$ cat config.mk
export PLATFORM = sky130hd
export DESIGN_NAME = serial_add_sub
export DESIGN_NICKNAME = d
export VERILOG_FILES = /design/src/rtl/serial_add_sub_pkg.sv /design/src/rtl/serial_add_sub_cell.sv /design/src/rtl/serial_add_sub.sv
export SDC_FILE = /design/constraint.sdc
export NUM_CORES = 1
export LEC_CHECK = 0
export ABC_AREA = 0
export BUFFER_PORTS_ARGS = -buffer_cell sky130_fd_sc_hd__buf_2
export CAP_MARGIN = 10
export CELL_PAD_IN_SITES_DETAIL_PLACEMENT = 1
export CELL_PAD_IN_SITES_GLOBAL_PLACEMENT = 1
export CORE_ASPECT_RATIO = 0.9
export CORE_UTILIZATION = 45
export CTS_BUF_LIST = sky130_fd_sc_hd__clkbuf_4
export DETAILED_ROUTE_END_ITERATION = 16
export MAX_ROUTING_LAYER = met4
export PLACE_DENSITY_LB_ADDON = 0.1
export SLEW_MARGIN = 20
export SYNTH_ARGS = -nofsm -noshare
export SYNTH_HDL_FRONTEND = slang
export SYNTH_SLANG_ARGS = --single-unit
$ cat constraint.sdc
create_clock -name clk -period 1.9 [get_ports clk]
set_clock_uncertainty 0.2 [all_clocks]
set_input_delay 0 -clock clk [delete_from_list [all_inputs] [get_ports clk]]
set_output_delay 0 -clock clk [all_outputs]
set_load 0.005 [all_outputs]
$ cat src/rtl/serial_add_sub_pkg.sv
// Shared definitions for the bit-serial adder/subtractor: FSM encodings and mode constants.
package serial_add_sub_pkg;

  typedef enum logic [1:0] {
    ST_IDLE = 2'd0,
    ST_RUN  = 2'd1,
    ST_DONE = 2'd2
  } state_t;

  localparam logic MODE_ADD = 1'b0;
  localparam logic MODE_SUB = 1'b1;

endpackage

$ cat src/rtl/serial_add_sub_cell.sv
// One-bit combinational add/subtract cell; cout is carry-out in add mode, borrow-out in sub mode.
module full_add_sub_cell
  import serial_add_sub_pkg::*;
(
  input  logic x,
  input  logic y,
  input  logic cin,
  input  logic mode,
  output logic s,
  output logic cout
);

  always_comb begin
    s = x ^ y ^ cin;
    if (mode == MODE_SUB) cout = (~x & y) | (cin & ~(x ^ y));
    else                  cout = (x & y) | (cin & (x ^ y));
  end

endmodule

$ cat src/rtl/serial_add_sub.sv
// Bit-serial unsigned adder/subtractor: one bit per clock, LSB first, single cell with registered carry/borrow.
module serial_add_sub
  import serial_add_sub_pkg::*;
#(
  parameter int unsigned WIDTH = 8
) (
  input  logic             clk,
  input  logic             rst,
  input  logic             start,
  input  logic             mode,
  input  logic [WIDTH-1:0] a,
  input  logic [WIDTH-1:0] b,
  output logic             busy,
  output logic             done,
  output logic [WIDTH-1:0] result,
  output logic             carry
);

  localparam int unsigned CW = $clog2(WIDTH + 1);

  state_t           state, state_d;
  logic [WIDTH-1:0] a_sh, b_sh, work;
  logic             mode_q, cy_q;
  logic [CW-1:0]    cnt;
  logic             load, step, last;
  logic             bit_s, bit_c;

  full_add_sub_cell u_cell (
    .x    (a_sh[0]),
    .y    (b_sh[0]),
    .cin  (cy_q),
    .mode (mode_q),
    .s    (bit_s),
    .cout (bit_c)
  );

  // Next-state and datapath control
  always_comb begin
    state_d = state;
    load    = 1'b0;
    step    = 1'b0;
    last    = 1'b0;
    case (state)
      ST_IDLE: begin
        if (start) begin
          load    = 1'b1;
          state_d = ST_RUN;
        end
      end
      ST_RUN: begin
        step = 1'b1;
        if (cnt == CW'(WIDTH - 1)) begin
          last    = 1'b1;
          state_d = ST_DONE;
        end
      end
      ST_DONE: state_d = ST_IDLE;
      default: state_d = ST_IDLE;
    endcase
  end

  // busy/done are registered from the next state so they line up with the state register
  always_ff @(posedge clk or posedge rst) begin
    if (rst) begin
      state <= ST_IDLE;
      busy  <= 1'b0;
      done  <= 1'b0;
    end else begin
      state <= state_d;
      busy  <= (state_d == ST_RUN);
      done  <= (state_d == ST_DONE);
    end
  end

  // Serial datapath; result/carry update only on the final bit
  always_ff @(posedge clk or posedge rst) begin
    if (rst) begin
      a_sh   <= '0;
      b_sh   <= '0;
      work   <= '0;
      mode_q <= MODE_ADD;
      cy_q   <= 1'b0;
      cnt    <= '0;
      result <= '0;
      carry  <= 1'b0;
    end else if (load) begin
      a_sh   <= a;
      b_sh   <= b;
      mode_q <= mode;
      cy_q   <= 1'b0;
      cnt    <= '0;
    end else if (step) begin
      a_sh <= a_sh >> 1;
      b_sh <= b_sh >> 1;
      work <= {bit_s, work[WIDTH-1:1]};
      cy_q <= bit_c;
      cnt  <= cnt + CW'(1);
      if (last) begin
        result <= {bit_s, work[WIDTH-1:1]};
        carry  <= bit_c;
      end
    end
  end

endmodule
**Word-level counts from Yosys, hierarchy flattened**

Index checks and enable logic that the tools add are counted.

- Register bits: 43
- Output and inout bits: 11
- Word-level logic and storage cells: 48
- Input port bits: 20

- Reductions and logical operators: 4
- Muxes and demuxes: 17
- Bitwise gates (word level): 11
- Equality and inequality tests: 4
- Add/subtract/negate cells: 1

Operators with widths:

| kind | number |
|---|---|
| $mux 8 | 4 |
| $mux 1 | 8 |
| $mux 4 | 2 |
| $add 4x1->4 const B | 1 |
| $and 1x1->1 | 4 |
| $eq 2x1->1 const B | 2 |
| $eq 4x3->1 const B | 1 |
| $mux 2 | 2 |
| $pmux 2 s2 | 1 |
| $not 1->1 | 3 |
| $reduce_and 3->1 | 1 |
| $eq 2x2->1 const B | 1 |
| $logic_not 2->1 | 1 |
| $or 1x1->1 | 2 |
| $reduce_and 2->1 | 1 |
| $reduce_bool 2->1 | 1 |
| $xor 1x1->1 | 2 |

**Longest topological paths before layout**

Gate-level depths: netlist of the first run.

- Depth in word-level cells: 7
- Mapped depth: 5
- Depth with buffers taken out: 4

**Cells and area by module**

From an unflattened synthesis of the first run, not the netlist that was laid out.

- Cell total of the unflattened synthesis: 164
- Area total of the unflattened synthesis: 1,739.2 um2

Modules (own cells, without submodules):

| module | times used | cells each | area each (um2) |
|---|---|---|---|
| serial_add_sub | 1 | 158 | 1,677.9 |
| full_add_sub_cell | 1 | 6 | 61.3 |

**Least setup slack after synthesis of the first run**

No wires, ideal clock.

- Path kind: reg-to-reg
- Start point: register state[1]
- End point: register carry
- Data arrival time: 1.349 ns
- Path buffers: 1
- Stages on the path, launching flop included: 5
- Clock period less this slack: 1.674 ns
- Setup slack: 0.226 ns
- Cells stage by stage: dfrtp_1 > nand2b_1 > buf_6 > nor3_4 > mux2_2

- Word-level cells in the longest chain between the ends: 4
- Elaborated cells between the ends (all ways): 7

Ends and longest elaborated chain:

| item | line | text |
|---|---|---|
| start, declared | serial_add_sub.sv:21 | `state_t state, state_d;` |
| start signal, assigned | serial_add_sub.sv:69 | `state <= state_d;` |
| $logic_not 2->1 | serial_add_sub.sv:43 | `case (state)` |
| $mux 1 | serial_add_sub.sv:43 |  |
| $not 1->1 (no source line) | n/a |  |
| $reduce_and 3->1 (no source line) * | n/a |  |
| end signal, assigned | serial_add_sub.sv:100 | `carry <= bit_c;` |
| end, declared | serial_add_sub.sv:16 | `output logic carry` |

Every way passes the cells marked *; elsewhere a longest branch is shown, timed or not.
A chain may end at the register's enable or synchronous reset.

**Final worst setup path of the first run**

- Start point: register state[1]
- End point: register a_sh[7]

- Word-level cells in the longest chain between the ends: 3
- Elaborated cells between the ends (all ways): 6

Ends and longest elaborated chain:

| item | line | text |
|---|---|---|
| $eq 2x1->1 / $logic_not 2->1 (equally long branches) | serial_add_sub.sv:43 |  |
| $mux 1 | serial_add_sub.sv:43 |  |
| $reduce_bool 2->1 (no source line) / $mux 8 (equally long branches) | n/a |  |
| end signal, assigned | serial_add_sub.sv:93 | `a_sh <= a_sh >> 1;` |
| end, declared | serial_add_sub.sv:22 | `logic [WIDTH-1:0] a_sh, b_sh, work;` |

Parallel ways exist; a longest one is shown, timed or not.

==> results.py, run 1 <==
metrics = {
    "die": {
        "die_h_um": 61.6,
        "std_cell_rows": 21,
        "pin_count": 31,
        "dieArea_mm2": 0.00420,
        "initial_utilization": 0.472,
        "dieWidth_um": 68.2,
        "core-area_mm2": 0.00376,
    },
    "layout": {
        "drive_above_1_share": 0.264,
        "n_antenna_cell": 0,
        "synthToLayoutAreaGrowth_pct": 26.7,
        "finalInstanceArea_mm2": 0.00225,
        "fin_cells": 262,
        "fillers": 418,
        "nets": 238,
    },
    "place": {
        "gp_congestion": 0.720,
        "dp.cells": 235,
        "port_buffers": 30,
        "hpwl_mm": 2.92,
        "placed_cell_area_mm2": 0.00200,
    },
    "synth": {
        "ys_top_cells_by_area": "dfrtp_1 59%, nand2_1 8.0%, mux2_2 6.3%",
        "netlist_top_cells_count": "42 x dfrtp_1, 38 x nand2_1, 15 x o21ai_0, 14 x a22oi_1, 10 x mux2_2",
        "synth_top_area_cell": "dfrtp_1",
        "avgSynthCellArea_um2": 11.2,
        "async_flop_share": 1.00,
        "ys_types": 25,
        "synthCells": 159,
        "yosysSeqAreaShare": 0.592,
        "synth_edf_count": 0,
        "synth_top_area_share": 0.592,
        "synth_flop_cell": "dfrtp_1",
        "synthesis.nets": 182,
        "synth_most_common_cell": "dfrtp_1",
        "ys_ff_latch": 42,
        "yosysWarnings": 0,
        "syn_area_mm2": 0.00177,
    },
    "cts": {
        "path_clk_slew_ps": 130,
        "clockBufferDepth": 2,
        "cts_sinks": 42,
        "htreeDepth": 2,
        "root_buffer": "clkbuf_4",
        "tritoncts": "done",
        "cts_setup_buffers": 0,
        "clk_latency_ps": 360,
        "cts_made_buffers": 5,
    },
    "sta": {
        "fin_setup_tns_ps": 0,
        "finalCriticalPeriod_ps": 1830,
        "slew_headroom": 0.641,
        "period_share": 0.962,
        "maxSlewViolCount": 0,
        "rsz0062_at_grt": "no",
        "hold_viol_final": 0,
        "timing.hold.ws_ps": 99.9,
        "tightest_slew_ps": 538,
        "fmax_mhz": 547,
        "setup_viol": 0,
    },
    "global_routing": {
        "grt_max_degree": 43,
        "grt_pass1_vias": 1481,
        "grt_pass1_wl_mm": 7.09,
        "overflow": 0,
        "track_usage": 0.248,
        "grt_antenna_before_repair": 0,
    },
    "critical_path": {
        "reg2reg_setup_slack_ps": 70,
        "slowest_delay_ps": 550,
        "worst_ep_required_time_ps": 1980,
        "crit_path_top_delay_cell": "dlygate4sd3_1",
        "crit_path_max_fanout": 20,
        "critical_path_class": "flop to flop",
        "crit_path_start_kind": "flop",
        "crit_chain": "buf_4 -> nor2b_1 -> mux2i_1 -> dlygate4sd3_1 -> o21ai_0",
        "cp.arrival_ps": 1910,
        "setup.worst_path.end_class": "flop",
    },
    "route": {
        "wl_per_cell_um": 17.1,
        "dr.pass1.iters": 4,
        "route.vias.total": 1416,
        "drt-initial-drc-count": 93,
        "drcViolationCount": 0,
        "vias_per_cell": 5.40,
        "drtAntennaViolNets": 0,
        "routed_wl_mm": 4.49,
    },
    "outcome": {
        "outcome": "completed",
    },
    "power": {
        "power_density_mw_per_mm2": 1320,
        "peakVddDrop_mv": 0.568,
        "p_leak_uw": 0.00108,
    },
    "flow_run": {
        "drv_cap": 0,
    },
    "min_path": {
        "worstHoldPathType": "primary input to async pin",
    },
}
## final timing paths
| path | endpoint | startpoint | cells past startpoint |
|---|---|---|---|
| setup / recovery | a_sh[7] | state[1] | 5 |
| hold / removal | a_sh[5] | rst | 4 |
| setup reg to reg | a_sh[7] | state[1] | 5 |
| hold reg to reg | b_sh[6] | b_sh[6] | 2 |
| max in group asynchronous | carry | rst | 4 |
| min in group clk | b_sh[7] | b[7] | 3 |
## layout make-up
class | count | area (um^2) | area share
repair buffers | 58 | 408 | 0.181
well taps | 46 | 57.6 | 0.0256
flip-flops and latches | 42 | 1050 | 0.467
inverters | 5 | 18.8 | 0.00835
multi-input cells | 103 | 659 | 0.293
clock buffers | 6 | 45.0 | 0.0200
clock inverters | 2 | 8.76 | 0.00390
## metal layers
metal  wire, um  GRT usage
met1       1960      0.300
met2       2270      0.391
met3        145     0.0537
met4        113      0.128
met5          0          -
## placed cells by master, fill, tap and decap left out
cell type / count
nand3_1: 1
ha_1: 1
buf_2: 30
nand2_1: 38
a22o_1: 4
a22oi_1: 14
o21bai_1: 1
clkinv_1: 1
a41oi_1: 1
dlygate4sd3_1: 19
nor3_1: 1
mux2i_1: 3
a31oi_1: 1
mux2_2: 10
clkinv_2: 1
nor2b_1: 4
buf_4: 9
nand2b_1: 2
inv_1: 5
o22ai_1: 1
fa_1: 2
a21oi_1: 2
nor3_4: 1
clkbuf_4: 6
o21ai_0: 15
nor2_1: 1
dfrtp_1: 42
## per-stage QoR
stage,setup slack [ps],total power [uW],util
after global routing,11.4,3180,0.598
after CTS,59.2,2990,0.598
after floorplan,226,2100,-
after detailed placement,115,2510,0.533
final,73.1,2970,0.598
after global placement,226,2400,0.533
## registers in the layout, indices dropped and copies added, names as in the netlist, 2 cells and up
register  count
a_sh          8
b_sh          8
cnt           4
result        8
state         2
work          7
## kinds of logic after synthesis
logic type | Yosys count | share of synthesized area
AND/OR/NAND/NOR | 48 | 0.118
buffers and inverters | 14 | 0.0360
flip-flops | 42 | 0.592
multiplexers | 13 | 0.0804
adder cells (fa/ha/maj) | 3 | 0.0296
AO/OA/AOI/OAI | 39 | 0.143
## worst max-delay path, delay by kind of cell, from the launching register on
family	cells	cell delay [ps]
AO/OA/AOI/OAI	1	180
buffers and inverters	2	760
flip-flops	1	400
multiplexers	1	80
AND/OR/NAND/NOR	1	140
## report_power, final
group	internal [uW]	switching [uW]
clock	154	298
sequential	1230	259
combinational	504	530
## what timing repair did
action	4_1_cts	5_1_grt
gates resized for setup	0	0
hold endpoints to repair	59	0
endpoints found under the setup margin	0	0
hold buffers	19	0
No activity file was read; power rests on OpenSTA's default activity.
==> run 2, diff against run 1 <==
Settings changed: RECOVER_POWER set to 25.
==> results.py, run 2 (synthesized netlist as in run 1, its figures left out) <==
metrics = {
    "layout": {
        "reg_top3": "a_sh: 8 flops, b_sh: 8 flops, result: 8 flops",
        "drive_above_1_share": 0.264,
        "synthToLayoutAreaGrowth_pct": 26.6,
        "final_cell_mix": "42 x dfrtp_1, 38 x nand2_1, 30 x buf_2",
        "nets": 238,
        "n_antenna_cell": 0,
        "final_common_cell": "dfrtp_1",
        "fillers": 419,
        "seqCellArea_mm2": 0.00105,
        "multi_input_area_um2": 659,
        "fin_util": 0.598,
    },
    "global_routing": {
        "grt_pass1_wl_mm": 7.09,
        "grt_max_degree": 43,
        "grt_pass1_vias": 1481,
        "overflow": 0,
        "grt_antenna_before_repair": 0,
        "track_usage": 0.248,
    },
    "cts": {
        "clk_latency_ps": 360,
        "htreeDepth": 2,
        "cts_sinks": 42,
        "path_clk_slew_ps": 130,
        "clockBufferDepth": 2,
        "tritoncts": "done",
        "cts_resized": 0,
        "root_buffer": "clkbuf_4",
        "cts_made_buffers": 5,
        "cts_setup_buffers": 0,
    },
    "outcome": {
        "outcome": "completed",
    },
    "min_path": {
        "worstHoldPathType": "primary input to flop",
        "hold_path_depth": 3,
        "min_from": "b[7]",
    },
    "critical_path": {
        "cp.arrival_ps": 1910,
        "crit_path_max_fanout": 20,
        "crit_chain": "buf_4 -> nor2b_1 -> mux2i_1 -> dlygate4sd3_1 -> o21ai_0",
        "setup.worst_path.end_class": "flop",
        "crit_path_start_kind": "flop",
        "worst_ep_required_time_ps": 1980,
        "critPathLaunch": "state[1]",
        "critical_path_class": "flop to flop",
        "r2r-start": "state[1]",
        "r2r_cells": 5,
        "slowest_delay_ps": 550,
        "crit_path_top_delay_cell": "dlygate4sd3_1",
    },
    "flow_run": {
        "drv_cap": 0,
    },
    "die": {
        "dieWidth_um": 68.2,
        "core-area_mm2": 0.00376,
        "std_cell_rows": 21,
        "initial_utilization": 0.472,
        "die_h_um": 61.6,
        "pin_count": 31,
        "dieArea_mm2": 0.00420,
    },
    "power": {
        "peakVddDrop_mv": 0.568,
        "seqPwrFrac": 0.500,
        "power.share.clock": 0.152,
        "p_leak_uw": 0.00108,
        "p_sw_uw": 1090,
        "p_int_uw": 1880,
        "switching_share": 0.366,
        "power_density_mw_per_mm2": 1320,
        "p_comb_frac": 0.348,
    },
    "sta": {
        "tightest_slew_ps": 1050,
        "rsz0062_at_grt": "no",
        "fin_setup_tns_ps": 0,
        "hold_viol_final": 0,
        "setup_viol": 0,
        "period_share": 0.962,
        "fmax_mhz": 547,
        "maxSlewViolCount": 0,
        "finalCriticalPeriod_ps": 1830,
        "slew_headroom": 0.303,
    },
    "route": {
        "route.vias.total": 1416,
        "vias_per_cell": 5.40,
        "drt-initial-drc-count": 93,
        "drcViolationCount": 0,
        "dr.pass1.iters": 4,
        "wl_per_cell_um": 17.1,
        "drtAntennaViolNets": 0,
        "routed_wl_mm": 4.49,
    },
    "place": {
        "hpwl_mm": 2.92,
        "port_buffers": 30,
        "gp_congestion": 0.720,
    },
}
run 2: power by group through the flow:
stage | registers, uW | clock network [uW] | logic (uW)
floorplan | 1440 | 0 | 666
global placement | 1470 | 0 | 938
detailed placement | 1510 | 0 | 1000
CTS | 1490 | 467 | 1040
global route | 1530 | 494 | 1160
finish | 1490 | 452 | 1030
run 2: worst max-delay path: cells and delay by family (launching register included):
kind / cells / cell delay, ps
buf+inv: 2 / 760
flops: 1 / 400
compound gates: 1 / 180
simple gates: 1 / 140
mux: 1 / 80
run 2: area by class of cell:
type / instances / share of cell area
flip-flops and latches: 42 / 0.468
multi-input cells: 103 / 0.294
repair buffers: 58 / 0.181
well taps: 46 / 0.0256
clock buffers: 6 / 0.0201
inverters: 5 / 0.00836
clock inverters: 2 / 0.00390
run 2: per-layer routing:
metal,up-vias,track usage,wire length [um]
met1,714,0.300,1960
met2,33,0.391,2270
met4,0,0.128,113
met5,-,-,0
met3,13,0.0537,145
li1,656,-,-
run 2: worst paths after layout:
check,to,slack [ps]
worst max register to register,a_sh[7],70
min in group asynchronous,a_sh[5],300
max in group asynchronous,carry,550
worst max-delay path,a_sh[7],70
worst min-delay path,b_sh[7],200
worst min register to register,b_sh[6],300
run 2: stage by stage:
stage	cell area, um^2	setup slack, ps	std cells	total power (uW)	hold slack [ps]
after detailed placement	2000	115	235	2510	-27.5
after global routing	2250	11.4	262	3180	215
after floorplan	1770	226	159	2100	-67.5
final	2250	73.1	262	2970	198
after global placement	2000	226	235	2400	-41.7
after CTS	2250	59.2	262	2990	117
run 2: what timing repair did:
item,4_1_cts,5_1_grt
endpoints found under the setup margin,0,0
hold buffers,19,0
endpoints found under the hold margin,59,0
